### src/rtl/cdb_rr_scheduler.sv
`default_nettype none
// ============================================================================
// Module      : cdb_rr_scheduler
// Description : Round-robin common-data-bus arbiter with a one-entry holding
//               buffer per functional-unit requester.
// Revision    : 1.0 - initial release
// ============================================================================
module cdb_rr_scheduler #(
    parameter int NREQ = 4,
    parameter int DW   = 16,
    parameter int TW   = 3
) (
    input  logic                 clock,
    input  logic                 reset,
    input  logic                 flush,
    input  logic [NREQ-1:0]      req_valid,
    input  logic [NREQ*TW-1:0]   req_tag,
    input  logic [NREQ*DW-1:0]   req_data,
    output logic [NREQ-1:0]      req_ready,
    output logic                 cdb_write,
    output logic [TW-1:0]        cdb_tag,
    output logic [DW-1:0]        cdb_data,
    output logic [3:0]           pending,
    output logic                 err_tag0
);

    localparam int PW = (NREQ > 1) ? $clog2(NREQ) : 1;

    logic [NREQ-1:0]    r_full;
    logic [TW-1:0]      r_tag  [NREQ];
    logic [DW-1:0]      r_data [NREQ];
    logic [PW-1:0]      r_ptr;
    logic               r_cdb_write;
    logic [TW-1:0]      r_cdb_tag;
    logic [DW-1:0]      r_cdb_data;
    logic [3:0]         r_pending;
    logic               r_err_tag0;

    logic               w_gnt_vld;
    logic [PW-1:0]      w_gnt_idx;
    logic [NREQ-1:0]    w_gnt_onehot;
    logic [PW-1:0]      w_ptr_nxt;
    logic [NREQ-1:0]    w_accept;
    logic [NREQ-1:0]    w_store;
    logic               w_err_set;
    logic [NREQ-1:0]    w_full_nxt;
    logic [3:0]         w_pending_nxt;

    // First full buffer found walking ptr, ptr+1, ... wrapping at NREQ.
    always_comb begin : p_arb
        int idx;
        idx       = 0;
        w_gnt_vld = 1'b0;
        w_gnt_idx = '0;
        for (int k = 0; k < NREQ; k++) begin
            idx = int'(r_ptr) + k;
            if (idx >= NREQ) begin
                idx = idx - NREQ;
            end
            if (!w_gnt_vld && r_full[PW'(idx)]) begin
                w_gnt_vld = 1'b1;
                w_gnt_idx = PW'(idx);
            end
        end
    end

    assign w_gnt_onehot = w_gnt_vld ? (NREQ'(1) << w_gnt_idx) : '0;
    assign w_ptr_nxt    = (w_gnt_idx == PW'(NREQ - 1)) ? '0 : w_gnt_idx + PW'(1);

    // Tag-0 results are swallowed: accepted but never stored.
    always_comb begin : p_accept
        w_accept  = req_valid & ~r_full;
        w_store   = '0;
        for (int i = 0; i < NREQ; i++) begin
            w_store[i] = w_accept[i] && (req_tag[i*TW +: TW] != '0);
        end
        w_err_set = |(w_accept & ~w_store);
    end

    always_comb begin : p_occupancy
        w_full_nxt    = (r_full & ~w_gnt_onehot) | w_store;
        w_pending_nxt = '0;
        for (int i = 0; i < NREQ; i++) begin
            w_pending_nxt = w_pending_nxt + 4'(w_full_nxt[i]);
        end
    end

    for (genvar gi = 0; gi < NREQ; gi++) begin : g_buf
        always_ff @(posedge clock) begin
            if (w_store[gi]) begin
                r_tag[gi]  <= req_tag[gi*TW +: TW];
                r_data[gi] <= req_data[gi*DW +: DW];
            end
        end
    end

    always_ff @(posedge clock) begin
        if (reset) begin
            r_full      <= '0;
            r_ptr       <= '0;
            r_cdb_write <= 1'b0;
            r_cdb_tag   <= '0;
            r_cdb_data  <= '0;
            r_pending   <= '0;
            r_err_tag0  <= 1'b0;
        end else if (flush) begin
            r_full      <= '0;
            r_cdb_write <= 1'b0;
            r_cdb_tag   <= '0;
            r_cdb_data  <= '0;
            r_pending   <= '0;
        end else begin
            r_full      <= w_full_nxt;
            r_pending   <= w_pending_nxt;
            r_cdb_write <= w_gnt_vld;
            if (w_err_set) begin
                r_err_tag0 <= 1'b1;
            end
            if (w_gnt_vld) begin
                r_cdb_tag  <= r_tag[w_gnt_idx];
                r_cdb_data <= r_data[w_gnt_idx];
                r_ptr      <= w_ptr_nxt;
            end else begin
                r_cdb_tag  <= '0;
                r_cdb_data <= '0;
            end
        end
    end

    assign req_ready = ~r_full;
    assign cdb_write = r_cdb_write;
    assign cdb_tag   = r_cdb_tag;
    assign cdb_data  = r_cdb_data;
    assign pending   = r_pending;
    assign err_tag0  = r_err_tag0;

endmodule
`default_nettype wire

### config.mk
export PLATFORM = sky130hd
export DESIGN_NAME = cdb_rr_scheduler
export DESIGN_NICKNAME = d
export VERILOG_FILES = /design/src/rtl/cdb_rr_scheduler.sv
export SDC_FILE = /design/constraint.sdc
export NUM_CORES = 1
export LEC_CHECK = 0
export ABC_CLOCK_PERIOD_IN_PS = 4800
export BUFFER_PORTS_ARGS = -buffer_cell sky130_fd_sc_hd__buf_4
export CORE_AREA = 2 2 102 104
export CTS_BUF_LIST = sky130_fd_sc_hd__clkbuf_8
export CTS_CLUSTER_SIZE = 16
export DETAILED_ROUTE_END_ITERATION = 16
export DIE_AREA = 0 0 104 106
export SLEW_MARGIN = 10
export SYNTH_ARGS = -nofsm -noshare
export SYNTH_HDL_FRONTEND = slang
export SYNTH_SLANG_ARGS = --single-unit
export TNS_END_PERCENT = 5
### constraint.sdc
create_clock -name clock -period 4.8 [get_ports clock]
set_clock_uncertainty 0.15 [all_clocks]
set_input_delay 0.48 -clock clock [delete_from_list [all_inputs] [get_ports clock]]
set_output_delay 0.48 -clock clock [all_outputs]
set_load 0.005 [all_outputs]
==> summary.txt <==
Status
  – Status: completed

Drt
  – DR pass1 iterations: 5
  – 1st-iter DRT viols: 135
  – Via count: 2,453
  – DRC errors left: 0
  – Routed WL: 8.932 mm
  – Via density: between 4 and 5
  – Routed WL per cell: 17.90 µm
  – ANT nets after route: 0

Die
  – Total Die Area: 0.01102 mm²
  – Core box area: 0.01000 mm²
  – Site Rows: 37
  – Die height: 106 µm
  – Initial Util: 39.73%
  – Chip width: 104 µm
  – Ports: between 100 and 150

Power and ir drop
  – LEAKAGE: roughly 2.0 nW
  – Clk pwr share: 30.5%
  – Sw Ratio: 22.99%
  – Internal: 1.379 mW
  – Power Density: between 300 and 400 mW/mm²
  – Sw Pwr: 0.4117 mW
  – VDD IR max: between 0.0001 and 0.00015 V
  – Flop pwr share: 59.4%
  – Proportion of power drawn by combinational gates: 10.1%

Global routing
  – Remaining Overflow, GRT: 0
  – Pin count of the biggest net entering global routing: 22
  – Vias in the first global route: 2,504
  – Initial antenna violation count: 0
  – Gr usage total: ~17%
  – Global-route wire length before repair: 13.68 mm

Synth
  – Synth Instances: 249
  – Post-Syn Nets: around 340
  – Fraction of registers with async set/reset: 0%
  – Dominant synthesized flop cell: edfxtp_1
  – Seq/Total Area, Yosys: 72.57%
  – Avg Inst Size Synth: 15.95 µm²
  – Mapped Area: 0.003973 mm²
  – Number of synthesized register bits: 106
  – Post-synth EDFFs: 76
  – Distinct cell type count after synthesis: 46
  – Yosys Warn Count: 0

STA
  – Max Slew Vio Count: 0
  – Crit path time final: 3.077 ns
  – Setup TNS: 0 ns
  – Final worst slack: between 1.5 and 2 ns
  – Final-report setup violation count: 0
  – Fin. Hold Viols: 0
  – Hold WS: 0.1477 ns
  – Final period utilization: 64.10%
  – Worst Tran Pin Value: 1.188 ns
  – RSZ-0062 raised after global routing: no
  – Fmax achieved: 0.3250 GHz
  – Slew margin rel.: approximately a fifth

Placed design
  – Hpwl dp: 6.028 mm
  – Placement Setup Slack: between 1.5 and 2 ns
  – GPL Wtd Cong: 0.8697
  – DP Cell Count: approximately 480
  – Port bufs: 110

Layout
  – Fillers: 905
  – Register Area: 0.002883 mm²
  – Fin nets: about 440
  – Final Non-Filler Cells: 499
  – Multi-input gate area: 974.7 µm²
  – Area Overhead vs Synth: 28.28%
  – Antenna cells: 0
  – Layout cells sized above 1: a little under half

CTS
  – Cts bufs inserted: 9
  – H-tree levels: 3
  – Postcts setup bufs: 0
  – Clock sinks: 106
  – Cts-stage hold buffer count: 0
  – PostCTS Resize Cnt: 0
  – CTS tree: yes
  – Root Buffer: clkbuf_8
  – Clock Latency Late Sink: approximately 0.35 ns
  – Clock-pin slew on the worst setup and hold paths: 0.10 ns
  – Max Buffers Root-to-Sink: 2

Critical path
  – Critical Path End Type: flop
  – Slowest CP cell: o2bb2ai_2
  – WP data required: 4.91 ns
  – Crit Reg-Reg Endpoint: pending[1]
  – Startpoint Class: flop
  – Register-to-Register Path Depth: 8
  – Worst Setup SP: r_ptr[0]
  – Cell breakdown of the critical path: nand2b_1, a31oi_1, o2bb2ai_2, o21bai_2, fa_1, ha_1, ha_1, and2_1
  – Worst setup path endpoint: pending[1]
  – Critical path's most frequent cell: ha_1
  – Worst Path Arrival: 3.18 ns
  – Largest stage delay on the critical path: around 0.8 ns
  – Reg-to-reg setup timing slack: 1.72 ns
  – CP Class: flop to flop
  – Worst flop-to-flop path startpoint: r_ptr[0]
  – Crit path max fanout: 20

Run
  – Max-Cap Viols: 0

Min path
  – Hold/Removal Path Class: primary input to flop
## area by class of cell
cell class	count	area share, %
clock buffer	9	2.431
clock inverter	7	1.449
inverter	6	0.4419
multi-input combinational	122	19.13
sequential	106	56.57
tap	136	3.339
timing repair buffer	113	16.65
## worst min-delay path by stage
stage                      start           end  slack (ns)  depth (start not counted)
CTS                 req_data[39]  r_data[2][7]        0.13                          1
global route        req_data[33]  r_data[2][1]        0.12                          1
floorplan           r_data[2][1]   cdb_data[1]        0.29                          2
finish              req_data[53]  r_data[3][5]        0.15                          1
global placement    r_data[2][5]   cdb_data[5]        0.30                          2
detailed placement  r_data[2][3]   cdb_data[3]        0.30                          2
## through the flow
stage | cell area [µm²] | utilization [%] | total power, mW
3_3_place_gp | 4898 | 48.99 | 1.266
5_1_grt | 5096 | 50.96 | 1.868
6_report | 5096 | 50.96 | 1.791
3_5_place_dp | 4898 | 48.99 | 1.270
4_1_cts | 5096 | 50.96 | 1.809
2_1_floorplan | 3973 | - | 1.168
## power by group through the flow
| stage | logic, mW | registers (mW) | clock network (mW) |
|---|---|---|---|
| 2_1_floorplan | 0.0900 | 1.08 | 0 |
| 3_3_place_gp | 0.183 | 1.08 | 0 |
| 3_5_place_dp | 0.184 | 1.09 | 0 |
| 4_1_cts | 0.185 | 1.06 | 0.560 |
| 5_1_grt | 0.200 | 1.07 | 0.598 |
| 6_report | 0.180 | 1.06 | 0.547 |
## flip-flops by register name, summed over array words and instances (netlist names)
name       flops
cdb_write      1
r_tag         12
cdb_tag        3
err_tag0       1
r_full         4
cdb_data      16
r_ptr          2
r_data        64
pending        3
## synth_stat cells, types with 2 or more instances
master / number / area [µm²]
o21ai_2: 10 / 87.58
o22ai_1: 3 / 18.77
nor2_1: 5 / 18.77
nand2b_1: 2 / 12.51
a21o_1: 2 / 15.01
nor3_1: 5 / 25.02
and2_1: 7 / 43.79
buf_4: 3 / 22.52
nor3b_1: 3 / 22.52
nand3_1: 2 / 10.01
buf_2: 5 / 25.02
inv_2: 2 / 7.510
o21ai_0: 11 / 55.05
a22oi_2: 10 / 125.1
o211a_1: 2 / 20.02
ha_1: 2 / 25.02
dfxtp_1: 30 / 600.6
edfxtp_1: 76 / 2282
a21oi_1: 5 / 25.02
inv_1: 4 / 15.01
buf_6: 4 / 45.04
nand2_1: 2 / 7.510
a22oi_1: 28 / 210.2
a31oi_1: 4 / 25.02
## cell usage in the layout (no fill, tap or decap), types with 2 or more instances in the layout
cell / n
a21o_1: 2
a21oi_1: 5
a22oi_1: 28
a22oi_2: 10
a31oi_1: 4
and2_1: 7
buf_4: 113
clkbuf_8: 9
clkinv_2: 2
dfxtp_1: 30
edfxtp_1: 76
ha_1: 2
inv_1: 4
inv_2: 2
inv_6: 3
nand2_1: 2
nand2b_1: 2
nand3_1: 2
nor2_1: 4
nor2_2: 2
nor3_1: 5
nor3b_2: 3
o211a_1: 2
o21ai_0: 11
o21ai_2: 10
o22ai_1: 3
## logic make-up (layout without fill, tap and decap cells)
logic type / after synthesis / count (layout) / synth area share [%]
flops: 106 / 106 / 72.57
compound gates: 83 / 83 / 16.76
buf+inv: 21 / 135 / 3.495
simple gates: 35 / 35 / 5.953
fa+ha+maj: 3 / 3 / 1.134
other cells: 1 / 1 / 0.09440
## worst max-delay path, delay by kind of cell (launching register included)
kind            cells  cell delay (ns)
compound gates      3             1.05
fa+ha+maj           3             0.98
flops               1             0.50
simple gates        2             0.30
## routing by layer
| layer | up-vias | routed length, µm | GRT usage [%] |
|---|---|---|---|
| met2 | 69 | 4642 | 28.29 |
| met4 | 0 | 76 | 5.888 |
| met3 | 4 | 542 | 4.169 |
| met5 | - | 0 | 0 |
| li1 | 1182 | - | - |
| met1 | 1198 | 3670 | 20.66 |
(Power assumes the default switching activity.)
